--- src/rtl/step_dir_shaper.sv ---
// -----------------------------------------------------------------------------
// step_dir_shaper
//
// Purpose:
//   Output stage between the tracking step-pulse generator and an external
//   stepper driver. Raw one-clock step requests are turned into STEP/DIR/EN
//   waveforms that respect the driver's timing limits:
//     - DIR is stable for DIR_SETUP clocks before a STEP rising edge.
//     - STEP is high for exactly PULSE_W clocks.
//     - STEP then stays low for exactly LOW_W clocks. DIR is only changed in
//       IDLE, so the DIR hold time after a pulse is at least LOW_W.
//   Requests toward an active end switch or beyond the soft travel window
//   are blocked. A signed absolute position count is kept.
//
// Ports:
//   clk            in   system clock (50 MHz)
//   rst            in   synchronous reset, active-high
//   drv_step       in   step request, rising edge = one step
//   drv_dir        in   requested direction (1 = +, 0 = -)
//   drv_enable_SM  in   motor enable from the tracking block
//   limit_lo       in   lower end switch, active-high, synchronised
//   limit_hi       in   upper end switch, active-high, synchronised
//   pos_clear      in   strobe: position <= 0, limit_hit <= 0
//   step_out       out  STEP to driver (registered)
//   dir_out        out  DIR to driver (registered)
//   en_out         out  EN to driver, drv_enable_SM delayed one clock
//   position       out  signed step count
//   busy           out  high whenever the FSM is not in IDLE
//   step_dropped   out  one-clock pulse, request rejected (busy/disabled)
//   limit_hit      out  sticky, a request was blocked by a limit
// -----------------------------------------------------------------------------
module step_dir_shaper #(
  parameter int                      DIR_SETUP = 25,
  parameter int                      PULSE_W   = 50,
  parameter int                      LOW_W     = 50,
  parameter int                      POS_W     = 32,
  parameter logic signed [POS_W-1:0] POS_MAX   = 32'sd100000,
  parameter logic signed [POS_W-1:0] POS_MIN   = -32'sd100000
) (
  input  logic                    clk,
  input  logic                    rst,
  input  logic                    drv_step,
  input  logic                    drv_dir,
  input  logic                    drv_enable_SM,
  input  logic                    limit_lo,
  input  logic                    limit_hi,
  input  logic                    pos_clear,
  output logic                    step_out,
  output logic                    dir_out,
  output logic                    en_out,
  output logic signed [POS_W-1:0] position,
  output logic                    busy,
  output logic                    step_dropped,
  output logic                    limit_hit
);

  typedef enum logic [1:0] {
    ST_IDLE  = 2'd0,
    ST_SETUP = 2'd1,
    ST_PULSE = 2'd2,
    ST_LOW   = 2'd3
  } state_t;

  // One down-counter serves every timed state; it only ever holds N-1.
  localparam int T_MAX_A = (PULSE_W > LOW_W) ? PULSE_W : LOW_W;
  localparam int T_MAX   = (T_MAX_A > DIR_SETUP) ? T_MAX_A : DIR_SETUP;
  localparam int TMR_W   = (T_MAX > 1) ? $clog2(T_MAX) : 1;

  localparam logic [TMR_W-1:0] SETUP_LD = TMR_W'(DIR_SETUP - 1);
  localparam logic [TMR_W-1:0] PULSE_LD = TMR_W'(PULSE_W - 1);
  localparam logic [TMR_W-1:0] LOW_LD   = TMR_W'(LOW_W - 1);
  localparam logic [TMR_W-1:0] TMR_ZERO = {TMR_W{1'b0}};
  localparam logic [TMR_W-1:0] TMR_ONE  = {{(TMR_W-1){1'b0}}, 1'b1};
  localparam logic [POS_W-1:0] POS_ONE  = {{(POS_W-1){1'b0}}, 1'b1};
  localparam logic [POS_W-1:0] POS_ZERO = {POS_W{1'b0}};

  state_t                    state_r;
  logic [TMR_W-1:0]          timer_r;
  logic                      step_out_r;
  logic                      dir_out_r;
  logic                      en_out_r;
  logic                      busy_r;
  logic                      drv_step_d_r;
  logic                      step_dropped_r;
  logic                      limit_hit_r;
  logic signed [POS_W-1:0]   position_r;

  logic                      req_s;
  logic                      timer_done_s;
  logic                      blocked_s;
  logic                      idle_req_s;
  logic                      accept_s;
  logic                      block_s;
  logic                      drop_s;
  logic                      enter_pulse_s;

  // Request decode, limit check and the events shared by FSM and counters.
  always_comb begin
    req_s        = drv_step & ~drv_step_d_r;
    timer_done_s = (timer_r == TMR_ZERO);
    if (drv_dir) begin
      blocked_s = limit_hi | (position_r >= POS_MAX);
    end else begin
      blocked_s = limit_lo | (position_r <= POS_MIN);
    end
    idle_req_s = en_out_r & (state_r == ST_IDLE) & req_s;
    block_s    = idle_req_s & blocked_s;
    accept_s   = idle_req_s & ~blocked_s;
    // A request is dropped whenever it cannot start a step; nothing is queued.
    drop_s     = req_s & (busy_r | ~en_out_r);
    // The step is counted on the clock that STEP goes high.
    enter_pulse_s = en_out_r &
                    ((accept_s & (drv_dir == dir_out_r)) |
                     ((state_r == ST_SETUP) & timer_done_s));
  end

  // Step/dir sequencer with registered STEP, DIR and busy.
  always_ff @(posedge clk) begin
    if (rst) begin
      state_r    <= ST_IDLE;
      timer_r    <= TMR_ZERO;
      step_out_r <= 1'b0;
      dir_out_r  <= 1'b0;
      busy_r     <= 1'b0;
    end else if (!en_out_r) begin
      // Enable loss aborts any phase; DIR is left where it was.
      state_r    <= ST_IDLE;
      timer_r    <= TMR_ZERO;
      step_out_r <= 1'b0;
      busy_r     <= 1'b0;
    end else begin
      case (state_r)
        ST_IDLE: begin
          if (accept_s) begin
            busy_r <= 1'b1;
            if (drv_dir == dir_out_r) begin
              state_r    <= ST_PULSE;
              timer_r    <= PULSE_LD;
              step_out_r <= 1'b1;
            end else begin
              dir_out_r <= drv_dir;
              state_r   <= ST_SETUP;
              timer_r   <= SETUP_LD;
            end
          end
        end
        ST_SETUP: begin
          if (timer_done_s) begin
            state_r    <= ST_PULSE;
            timer_r    <= PULSE_LD;
            step_out_r <= 1'b1;
          end else begin
            timer_r <= timer_r - TMR_ONE;
          end
        end
        ST_PULSE: begin
          // Limits are not looked at here: a pulse in flight always completes.
          if (timer_done_s) begin
            state_r    <= ST_LOW;
            timer_r    <= LOW_LD;
            step_out_r <= 1'b0;
          end else begin
            timer_r <= timer_r - TMR_ONE;
          end
        end
        ST_LOW: begin
          if (timer_done_s) begin
            state_r <= ST_IDLE;
            busy_r  <= 1'b0;
          end else begin
            timer_r <= timer_r - TMR_ONE;
          end
        end
        default: begin
          state_r    <= ST_IDLE;
          timer_r    <= TMR_ZERO;
          step_out_r <= 1'b0;
          busy_r     <= 1'b0;
        end
      endcase
    end
  end

  // Input edge-detect register and the one-clock enable delay.
  always_ff @(posedge clk) begin
    if (rst) begin
      drv_step_d_r <= 1'b0;
      en_out_r     <= 1'b0;
    end else begin
      drv_step_d_r <= drv_step;
      en_out_r     <= drv_enable_SM;
    end
  end

  // Rejection strobe.
  always_ff @(posedge clk) begin
    if (rst) begin
      step_dropped_r <= 1'b0;
    end else begin
      step_dropped_r <= drop_s;
    end
  end

  // Sticky limit flag; a block in the same clock as pos_clear keeps it set.
  always_ff @(posedge clk) begin
    if (rst) begin
      limit_hit_r <= 1'b0;
    end else if (block_s) begin
      limit_hit_r <= 1'b1;
    end else if (pos_clear) begin
      limit_hit_r <= 1'b0;
    end
  end

  // Position counter; pos_clear overrides a same-clock step.
  always_ff @(posedge clk) begin
    if (rst) begin
      position_r <= POS_ZERO;
    end else if (pos_clear) begin
      position_r <= POS_ZERO;
    end else if (enter_pulse_s) begin
      if (dir_out_r) begin
        position_r <= position_r + POS_ONE;
      end else begin
        position_r <= position_r - POS_ONE;
      end
    end
  end

  assign step_out     = step_out_r;
  assign dir_out      = dir_out_r;
  assign en_out       = en_out_r;
  assign position     = position_r;
  assign busy         = busy_r;
  assign step_dropped = step_dropped_r;
  assign limit_hit    = limit_hit_r;

endmodule

--- config.mk ---
export PLATFORM = sky130hd
export DESIGN_NAME = step_dir_shaper
export DESIGN_NICKNAME = d
export VERILOG_FILES = /design/src/rtl/step_dir_shaper.sv
export SDC_FILE = /design/constraint.sdc
export NUM_CORES = 1
export LEC_CHECK = 0
export CAP_MARGIN = 10
export CORE_ASPECT_RATIO = 1.75
export CORE_MARGIN = 8
export CORE_UTILIZATION = 35
export CTS_CLUSTER_DIAMETER = 150
export DETAILED_ROUTE_END_ITERATION = 10
export PLACE_DENSITY_LB_ADDON = 0.05
export SETUP_SLACK_MARGIN = 0.4
export SLEW_MARGIN = 10
export SYNTH_ARGS = -nofsm -noshare
export SYNTH_HDL_FRONTEND = slang
export SYNTH_SLANG_ARGS = --single-unit
--- constraint.sdc ---
create_clock -name clk -period 3.2 [get_ports clk]
set_input_delay 0.64 -clock clk [delete_from_list [all_inputs] [get_ports clk]]
set_output_delay 0.64 -clock clk [all_outputs]
set_load 0.02 [all_outputs]
==> results by group, run 1 <==
Place
  • HPWL after DPL: 9980 um
  • GPL Wtd Cong: 0.959
  • IO Port Bufs: 45

Drt
  • Drt drc: 0
  • Post-detailed-route count of antenna-violating nets: 0
  • Drt wl/cell: 18.7 um
  • Post-Route WL: 13100 um
  • Via Count: 4053
  • Vias per cell: 5.79
  • DR pass1 iterations: 4
  • Number of DRC markers in iteration 0: 155

Logic synthesis
  • Mapped Cells: 511
  • Synth top area cells: dfxtp_1 24%, ha_1 12%, a21oi_1 7.9%
  • Most area-hungry cell type in the Yosys netlist: dfxtp_1
  • Synth Flop Type: dfxtp_1
  • Mean Syn Cell Area: 7.64 um^2
  • Count of cell types in the netlist: 68
  • Synth Warn #: 0
  • Sequential share of the synthesized area: 24.1%
  • Post-synth EDFFs: 0
  • #FFs+latches synth: 47
  • Syn nets: 557
  • Post-Synthesis Cell Area: 3910 um^2
  • Async set-or-reset flop fraction in the synthesized netlist: 0%
  • Share of the synthesized area in the top cell type: 24.1%

Worst setup path
  • Worst path cell trace: clkinvlp_4, buf_12, ha_4, and4_4, and3_4, a21oi_4, o211ai_1, a211oi_2, or3_4, a311oi_1, o21ai_0
  • CP max stage cell: or3_4
  • WS Path Type: flip-flop to flip-flop
  • RR Startpoint: dir_out$_SDFFE_PP0P_
  • CP Data Required Time: 3380 ps
  • Number of cells on the worst reg-to-reg path: 11
  • Worst reg2reg setup slack: 420 ps
  • Highest fanout seen on the critical path: 23
  • Crit path to: position[24]$_SDFFE_PP0P_
  • Critical R2R Capture: position[24]$_SDFFE_PP0P_
  • CP peak stage delay: 400 ps
  • Crit path DAT: 2970 ps
  • Crit end category: flip-flop
  • Setup crit start kind: flip-flop
  • Origin of the worst setup path: dir_out$_SDFFE_PP0P_

Global routing
  • Total track usage: 17.9%
  • First-pass GRT wire length: 21000 um
  • Largest net degree at the start of global routing: 29
  • Grt ovf: 0
  • Antenna violations before repair: 0
  • Vias in the first global route: 4086

Hold path
  • HP Class: flip-flop to flip-flop

Pwr
  • NetSw: 0.423 mW
  • Power Dens Cells: 287 nW/um^2
  • VDD IR max: 0.000195 V
  • Gate power share: 20.3%
  • Sw Ratio: 29.0%
  • Static Leakage: 1.90 nW
  • Internal power: 1.03 mW
  • Seq pwr share: 41.1%
  • Clk network pwr share: 38.7%

Die
  • Row Count: 51
  • Die area: 14900 um^2
  • Die Height: 156 um
  • Ports: 46
  • Total core area: 11000 um^2
  • Starting Density: 35.4%
  • Die W: 95.9 um

CTS
  • Worst-Skew Late Latency: 300 ps
  • Worst-path clk slew: 70 ps
  • Bufs on Longest Clock Path: 2
  • Hold buffers post-CTS: 0
  • Inserted Clock Buffers: 5
  • Num Clock Sinks: 47
  • Clk Tree Root Cell: clkbuf_16
  • H-tree Lvls: 2
  • CTS tree: yes

Flow run
  • Max-Cap Viols: 0

STA
  • Tmin final: 2780 ps
  • Fmax: 359 MHz
  • Setup TNS: 0 ps
  • Worst slew margin: 61.3%
  • Post-route clock period utilization: 87.0%
  • Clk_skew: 13.0 ps
  • Worst-margin pin slew: 576 ps
  • Hold Violations, Final: 0
  • Final setup viols: 0
  • WHS: 434 ps
  • Max-slew violations: 0
  • RSZ-0062 raised after global routing: yes

Cells and area
  • Nets: 613
  • Multi-input logic area: 3100 um^2
  • N_diodes: 0
  • Fillers: 1126
  • Area Growth Syn to Fin: 29.9%
  • Ratio of cells with drive above 1 in the final layout: 16.7%
  • Reg area: 947 um^2

Run status
  • Status: completed
## layout by cell type (no fill, tap or decap), drive strengths merged, types with 5 or more instances in the layout
master / Yosys / final
nor4: 11 / 11
nor2b: 6 / 6
a21o: 15 / 15
nor3: 13 / 13
o21ai: 28 / 28
ha: 37 / 37
clkbuf: 9 / 6
a31oi: 6 / 6
nand4: 12 / 12
a211oi: 5 / 5
dfxtp: 47 / 47
xnor2: 12 / 12
or3: 6 / 6
a21oi: 65 / 65
nor2: 37 / 37
buf: 6 / 19
a21boi: 6 / 6
nand2: 61 / 61
o21bai: 8 / 8
and2: 5 / 5
o31ai: 6 / 6
nand3: 21 / 21
xor2: 9 / 9
inv: 21 / 20
clkdlybuf4s50: 0 / 45
## per-layer routing
metal	GRT usage [%]	routed length, um	vias to the layer above
li1	-	-	2023
met1	18.6	5140	1936
met2	33.6	7270	72
met3	2.17	271	22
met4	8.25	392	0
met5	0	0	-
## stage by stage
step,util (%),power (mW),cells,setup WS (ps),cell area [um^2]
global placement,43.0,0.881,685,268,4740
detailed placement,43.0,0.881,685,232,4740
floorplan,-,0.806,511,66.0,4110
finish,45.9,1.46,700,416,5070
global route,45.9,1.52,700,285,5070
CTS,45.0,1.46,696,381,4970
## synthesized netlist by cell type (4+ instances only)
cell	n
dfxtp_1	47
nand3_1	21
nand4_1	12
a31oi_1	6
xnor2_1	12
o31ai_1	6
o21ai_0	26
nor2_1	37
inv_1	21
nor4_1	11
ha_1	37
o21a_1	4
xor2_1	9
o21bai_1	8
a21oi_1	62
clkbuf_1	9
and2_1	4
a211oi_1	4
nor2b_1	6
a21boi_0	5
nand2_1	61
or2_2	4
a311oi_1	4
nor3_1	13
a21o_1	13
## power by group through the flow
| stage | registers (mW) | clock network, mW | logic [mW] |
|---|---|---|---|
| finish | 0.599 | 0.564 | 0.295 |
| floorplan | 0.616 | 0 | 0.189 |
| CTS | 0.599 | 0.579 | 0.282 |
| global route | 0.600 | 0.601 | 0.323 |
| global placement | 0.612 | 0 | 0.269 |
| detailed placement | 0.613 | 0 | 0.268 |
## timing repair
| item | CTS | global route |
|---|---|---|
| setup endpoints to repair | 27 | 39 |
| buffers inserted | 3 | 4 |
| pin swaps | 5 | 6 |
| gates resized for setup | 12 | 19 |
## layout make-up
class | instances | share of cell area [%]
multi-input cells | 428 | 61.2
inverters | 21 | 1.63
clock inverters | 2 | 0.321
flip-flops and latches | 47 | 18.7
well taps | 132 | 3.26
repair buffers | 64 | 12.2
clock buffers | 6 | 2.74
## flip-flops by register name, summed over array words and instances (netlist names)
signal        count
drv_step_d_r      1
limit_hit         1
en_out            1
state_r           2
step_out          1
step_dropped      1
dir_out           1
busy              1
timer_r           6
position         32
## how the worst min path moves through the flow
stage | cells after the start | slack (ps) | endpoint | from
4_1_cts | 1 | 440 | step_dropped$_SDFF_PP0_ | drv_step_d_r$_SDFF_PP0_
3_5_place_dp | 1 | 420 | step_dropped$_SDFF_PP0_ | drv_step_d_r$_SDFF_PP0_
3_3_place_gp | 1 | 430 | step_dropped$_SDFF_PP0_ | drv_step_d_r$_SDFF_PP0_
6_report | 1 | 430 | step_dropped$_SDFF_PP0_ | drv_step_d_r$_SDFF_PP0_
2_1_floorplan | 1 | 400 | step_dropped$_SDFF_PP0_ | drv_step_d_r$_SDFF_PP0_
5_1_grt | 1 | 460 | step_dropped$_SDFF_PP0_ | drv_step_d_r$_SDFF_PP0_
## critical path: cells and delay by family, from the launching register on
family                   cells  cell delay [ps]
adder cells (fa/ha/maj)      1              320
AND/OR/NAND/NOR              3              850
flip-flops                   1              390
buffers and inverters        2              300
AO/OA/AOI/OAI                5              800
## cells by family (layout without fill, tap and decap cells)
family	count (synthesis)	after routing	synth area share, %
adder cells (fa/ha/maj)	38	38	12.4
AO/OA/AOI/OAI	170	170	28.6
XOR/XNOR	21	21	4.71
AND/OR/NAND/NOR	199	199	25.7
buffers and inverters	36	93	4.55
flip-flops	47	47	24.1
Power figures use the tool's default switching activity.
==> inputs of run 2 (changes only) <==
==> constraint.sdc (replaced) <==
create_clock -name clk -period 3.2 [get_ports clk]
set_input_delay 0.64 -clock clk [delete_from_list [all_inputs] [get_ports clk]]
set_output_delay 0.64 -clock clk [all_outputs]
set_load 0.01 [all_outputs]
==> run 2 against run 1 <==
Compared with the run above: non-clock buffer count increased by 4; die area unchanged; sequential cell count stayed put; setup slack lost 53 ps; largest cell class unchanged; largest power group unchanged.
==> results by group, run 2 (synthesis results as in run 1) <==
Place
  • Placed Area: 4730 um^2
  • IO Port Bufs: 45
  • HPWL after DPL: 10100 um
  • GPL Wtd Cong: 0.929

Cells and area
  • Ratio of cells with drive above 1 in the final layout: 18.7%
  • Final core utilization: 47.2%
  • Nets: 617
  • Area Growth Syn to Fin: 33.3%
  • Biggest register: position
  • Fillers: 1086
  • Largest registers: position: 32 flops, timer_r: 6 flops, state_r: 2 flops
  • N_diodes: 0
  • Commonest non-fill, non-tap cells in the layout: 61 x nand2_1, 49 x a21oi_1, 46 x dfxtp_1
  • Final instance area: 5210 um^2
  • Most common cell after layout, fill and taps aside: nand2_1
  • Max reg flops: 32

CTS
  • Inserted Clock Buffers: 5
  • Num Clock Sinks: 47
  • Hold buffers post-CTS: 0
  • CTS tree: yes
  • Clk Tree Root Cell: clkbuf_16
  • Bufs on Longest Clock Path: 2
  • H-tree Lvls: 2
  • Worst-path clk slew: 70 ps
  • Worst-Skew Late Latency: 300 ps

STA
  • RSZ-0062 raised after global routing: yes
  • Fmax: 352 MHz
  • Worst-margin pin slew: 618 ps
  • Worst slew margin: 58.5%
  • Setup TNS: 0 ps
  • Final setup viols: 0
  • Max-slew violations: 0
  • Hold Violations, Final: 0
  • Tmin final: 2840 ps
  • Post-route clock period utilization: 88.7%
  • WHS: 439 ps
  • Clk_skew: 15.0 ps

Die
  • Row Count: 51
  • Starting Density: 35.4%
  • Die area: 14900 um^2
  • Ports: 46
  • Die Height: 156 um
  • Die W: 95.9 um
  • Total core area: 11000 um^2

Worst setup path
  • CP peak stage delay: 380 ps
  • CP dominant cell by count: o21ai_1
  • Worst path cell trace: clkinvlp_4, clkbuf_16, ha_4, inv_1, o21ai_1, a21oi_2, o211ai_1, a211oi_2, or3_4, a311oi_2, o21ai_1
  • Family with the most delay on the worst path: compound AO/OA/AOI/OAI gates
  • CP max stage cell: dfxtp_4
  • CP Data Required Time: 3390 ps
  • Setup crit start kind: flip-flop
  • WS Path Type: flip-flop to flip-flop
  • Buf/Inv on CP: 3
  • Highest fanout seen on the critical path: 11
  • Crit path DAT: 3020 ps
  • Crit end category: flip-flop

Hold path
  • HP Class: flip-flop to flip-flop

Global routing
  • Grt ovf: 0
  • Total track usage: 17.8%
  • Largest net degree at the start of global routing: 27
  • Antenna violations before repair: 0
  • Vias in the first global route: 4061
  • First-pass GRT wire length: 20900 um

Drt
  • Via Count: 4104
  • Drt wl/cell: 19.4 um
  • Number of DRC markers in iteration 0: 171
  • DR pass1 iterations: 4
  • Vias per cell: 5.83
  • Post-detailed-route count of antenna-violating nets: 0
  • Drt drc: 0
  • Post-Route WL: 13700 um

Flow run
  • Max-Cap Viols: 0

Run status
  • Status: completed

Pwr
  • Static Leakage: 1.98 nW
  • Power Dens Cells: 286 nW/um^2
  • VDD IR max: 0.000258 V
-- run 2: layout make-up --
class | count | area, um^2 | area share, %
timing repair buffer | 68 | 687 | 13.2
inverter | 21 | 82.6 | 1.59
tap | 132 | 165 | 3.17
multi-input combinational | 428 | 3170 | 60.8
clock inverter | 1 | 7.51 | 0.144
clock buffer | 7 | 153 | 2.93
sequential | 47 | 945 | 18.1
-- run 2: routing by layer --
layer / GRT usage [%] / part of all wire, % / wire, um
met4: 7.52 / 3.1 / 421
met5: 0 / 0 / 0
met2: 34.3 / 56 / 7610
met3: 1.78 / 2.0 / 269
met1: 18.2 / 39 / 5370
-- run 2: report_power, final --
group	switching [mW]	leakage, nW	internal (mW)
registers	0.00873	0.380	0.590
logic	0.167	1.53	0.139
clock network	0.251	0.0761	0.333
total	0.426	1.98	1.06
-- run 2: worst register-to-register path, delay by kind of cell (launching register included) --
kind                     cells  cell delay, ps
AO/OA/AOI/OAI                6            1200
adder cells (fa/ha/maj)      1             300
buffers and inverters        3             480
flip-flops                   1             380
AND/OR/NAND/NOR              1             370
-- run 2: path summary, 6_finish.rpt --
kind / startpoint / endpoint / slack (ps) / cells after the start
min: drv_step_d_r$_SDFF_PP0_ / step_dropped$_SDFF_PP0_ / 440 / 1
max reg2reg: dir_out$_SDFFE_PP0P_ / position[24]$_SDFFE_PP0P_ / 360 / 11
min reg2reg: drv_step_d_r$_SDFF_PP0_ / step_dropped$_SDFF_PP0_ / 440 / 1
max: dir_out$_SDFFE_PP0P_ / position[24]$_SDFFE_PP0P_ / 360 / 11
-- run 2: timing repair --
action                                 in CTS  in global routing
buffers inserted                            4                  6
endpoints found under the hold margin       0                  0
setup endpoints to repair                  26                 26
gates resized for setup                     9                 33
cloned                                      0                  2
pin swaps                                   3                 15
-- run 2: through the flow --
step,power (mW),setup WS [ps],cells
after floorplan,0.802,94.8,511
after global placement,0.880,241,684
after detailed placement,0.879,252,684
after CTS,1.48,392,696
after global routing,1.55,186,704
final,1.49,363,704
==> inputs of run 3 (changes only) <==
--- a/config.mk
+++ b/config.mk
@@ -8,10 +8,11 @@
 export CAP_MARGIN = 10
 export CORE_ASPECT_RATIO = 1.75
 export CORE_MARGIN = 8
-export CORE_UTILIZATION = 35
+export CORE_UTILIZATION = 25
 export CTS_CLUSTER_DIAMETER = 150
 export DETAILED_ROUTE_END_ITERATION = 10
 export PLACE_DENSITY_LB_ADDON = 0.05
+export RECOVER_POWER = 50
 export SETUP_SLACK_MARGIN = 0.4
 export SLEW_MARGIN = 10
 export SYNTH_ARGS = -nofsm -noshare
==> run 3 against run 2 <==
Compared with the run above: global-route usage shrank 3.6 points; die area grew 34%; non-clock buffer count grew 1; sequential power is essentially flat; critical path depth shrank 4; cell area shrank 0.29%; combinational power shrank 2%; fmax grew 2.0%.
==> results by group, run 3 (synthesis results as in run 1) <==
Die
  • Die Height: 181 um
  • Starting Density: 25.5%
  • Total core area: 15300 um^2
  • Row Count: 60
  • Die area: 20000 um^2
  • Die W: 110 um
  • Ports: 46

CTS
  • Inserted Clock Buffers: 5
  • Worst-path clk slew: 70 ps
  • Hold buffers post-CTS: 0
  • Bufs on Longest Clock Path: 2
  • Num Clock Sinks: 47
  • H-tree Lvls: 2
  • Clk Tree Root Cell: clkbuf_16
  • CTS tree: yes
  • Worst-Skew Late Latency: 300 ps

Drt
  • Drt wl/cell: 19.0 um
  • Number of DRC markers in iteration 0: 172
  • Post-Route WL: 14400 um
  • Post-detailed-route count of antenna-violating nets: 0
  • Vias per cell: 5.42
  • Via Count: 4117
  • Drt drc: 0
  • DR pass1 iterations: 4

STA
  • Final setup viols: 0
  • WHS: 439 ps
  • Tmin final: 2780 ps
  • Setup TNS: 0 ps
  • Worst-margin pin slew: 463 ps
  • RSZ-0062 raised after global routing: yes
  • Fmax: 359 MHz
  • Setup WS post-layout: 417 ps
  • Hold Violations, Final: 0
  • Max-slew violations: 0
  • Clk_skew: 13.9 ps
  • Post-route clock period utilization: 87.0%
  • Worst slew margin: 68.8%

Cells and area
  • Commonest non-fill, non-tap cells in the layout: 61 x nand2_1, 51 x a21oi_1, 46 x dfxtp_1
  • Most common cell after layout, fill and taps aside: nand2_1
  • Cell Count, Final, Fillers Out: 759
  • Ratio of cells with drive above 1 in the final layout: 17.8%
  • Final core utilization: 33.9%
  • Multi-input logic area: 3150 um^2
  • Area Growth Syn to Fin: 32.9%
  • Final instance area: 5190 um^2
  • Biggest register: position
  • Fillers: 1673
  • Max reg flops: 32
  • Largest registers: position: 32 flops, timer_r: 6 flops, state_r: 2 flops
  • N_diodes: 0
  • Reg area: 945 um^2
  • Nets: 618

Worst setup path
  • Crit end category: flip-flop
  • Crit path DAT: 2990 ps
  • Setup crit start kind: flip-flop
  • CP Data Required Time: 3410 ps
  • WS Path Type: flip-flop to flip-flop
  • Highest fanout seen on the critical path: 14

Hold path
  • HP Class: flip-flop to flip-flop

Place
  • IO Port Bufs: 45
  • GPL Wtd Cong: 0.793
  • Placed Area: 4860 um^2
  • Placed cell count: 747
  • Pre-CTS WS: 124 ps
  • HPWL after DPL: 11200 um

Run status
  • Status: completed

Global routing
  • Antenna violations before repair: 0
  • First-pass GRT wire length: 23200 um
  • Grt ovf: 0
  • Vias in the first global route: 4285
  • Largest net degree at the start of global routing: 24
  • Total track usage: 14.2%

Pwr
  • Static Leakage: 2.06 nW
  • VDD IR max: 0.000186 V
  • Power Dens Cells: 278 nW/um^2
  • Tot Pwr: 1.45 mW

Flow run
  • Max-Cap Viols: 0
==> run 3: cell types whose count changed in the layout (fill, tap and decap cells not counted), moves of 3 or more <==
cell             before  now
nor4_2                0    3
buf_4                18   21
clkdlybuf4s50_1      45    8
dlygate4sd3_1         0   37
==> run 3: worst paths after layout <==
| kind | cells after the start | slack (ps) | from | to |
|---|---|---|---|---|
| setup / recovery | 7 | 420 | position[5]$_SDFFE_PP0P_ | position[16]$_SDFFE_PP0P_ |
| hold / removal | 1 | 440 | drv_step_d_r$_SDFF_PP0_ | step_dropped$_SDFF_PP0_ |
| setup reg to reg | 7 | 420 | position[5]$_SDFFE_PP0P_ | position[16]$_SDFFE_PP0P_ |
| hold reg to reg | 1 | 440 | drv_step_d_r$_SDFF_PP0_ | step_dropped$_SDFF_PP0_ |
==> run 3: repair_timing <==
action / CTS / global route
hold endpoints to repair: 0 / 0
pin swaps: 5 / 12
setup endpoints to repair: 26 / 39
setup buffers: 2 / 2
resized for setup: 13 / 25
==> run 3: critical path, cell delays in order (launching register included) <==
cell,delay [ps]
dfxtp_1,550
or4b_1,520
o41ai_1,350
o21ai_0,240
a21o_4,330
a21o_4,290
buf_4,200
a211oi_1,230
==> run 3: final cells by class <==
cell class                      count  share of cell area, %
Tap cell                          186                   4.48
Inverter                           21                   1.59
Clock buffer                        6                   2.48
Sequential cell                    47                   18.2
Clock inverter                      2                  0.241
Multi-Input combinational cell    428                   60.6
Timing Repair Buffer               69                   12.4
==> run 3: power by group <==
group	switching (mW)	total [mW]	internal, mW	leakage, nW
Combinational	0.166	0.298	0.132	1.61
Sequential	0.00884	0.599	0.590	0.380
Clock	0.259	0.549	0.290	0.0669
Total	0.433	1.45	1.01	2.06
==> run 3: metal layers <==
layer / vias to the layer above / part of all wire [%] / track usage [%] / wire, um
met4: 0 / 2.6 / 5.82 / 372
met3: 18 / 2.9 / 2.12 / 423
met5: - / 0 / 0 / 0
met2: 77 / 57 / 28.2 / 8190
li1: 2028 / - / - / -
met1: 1994 / 38 / 13.9 / 5410
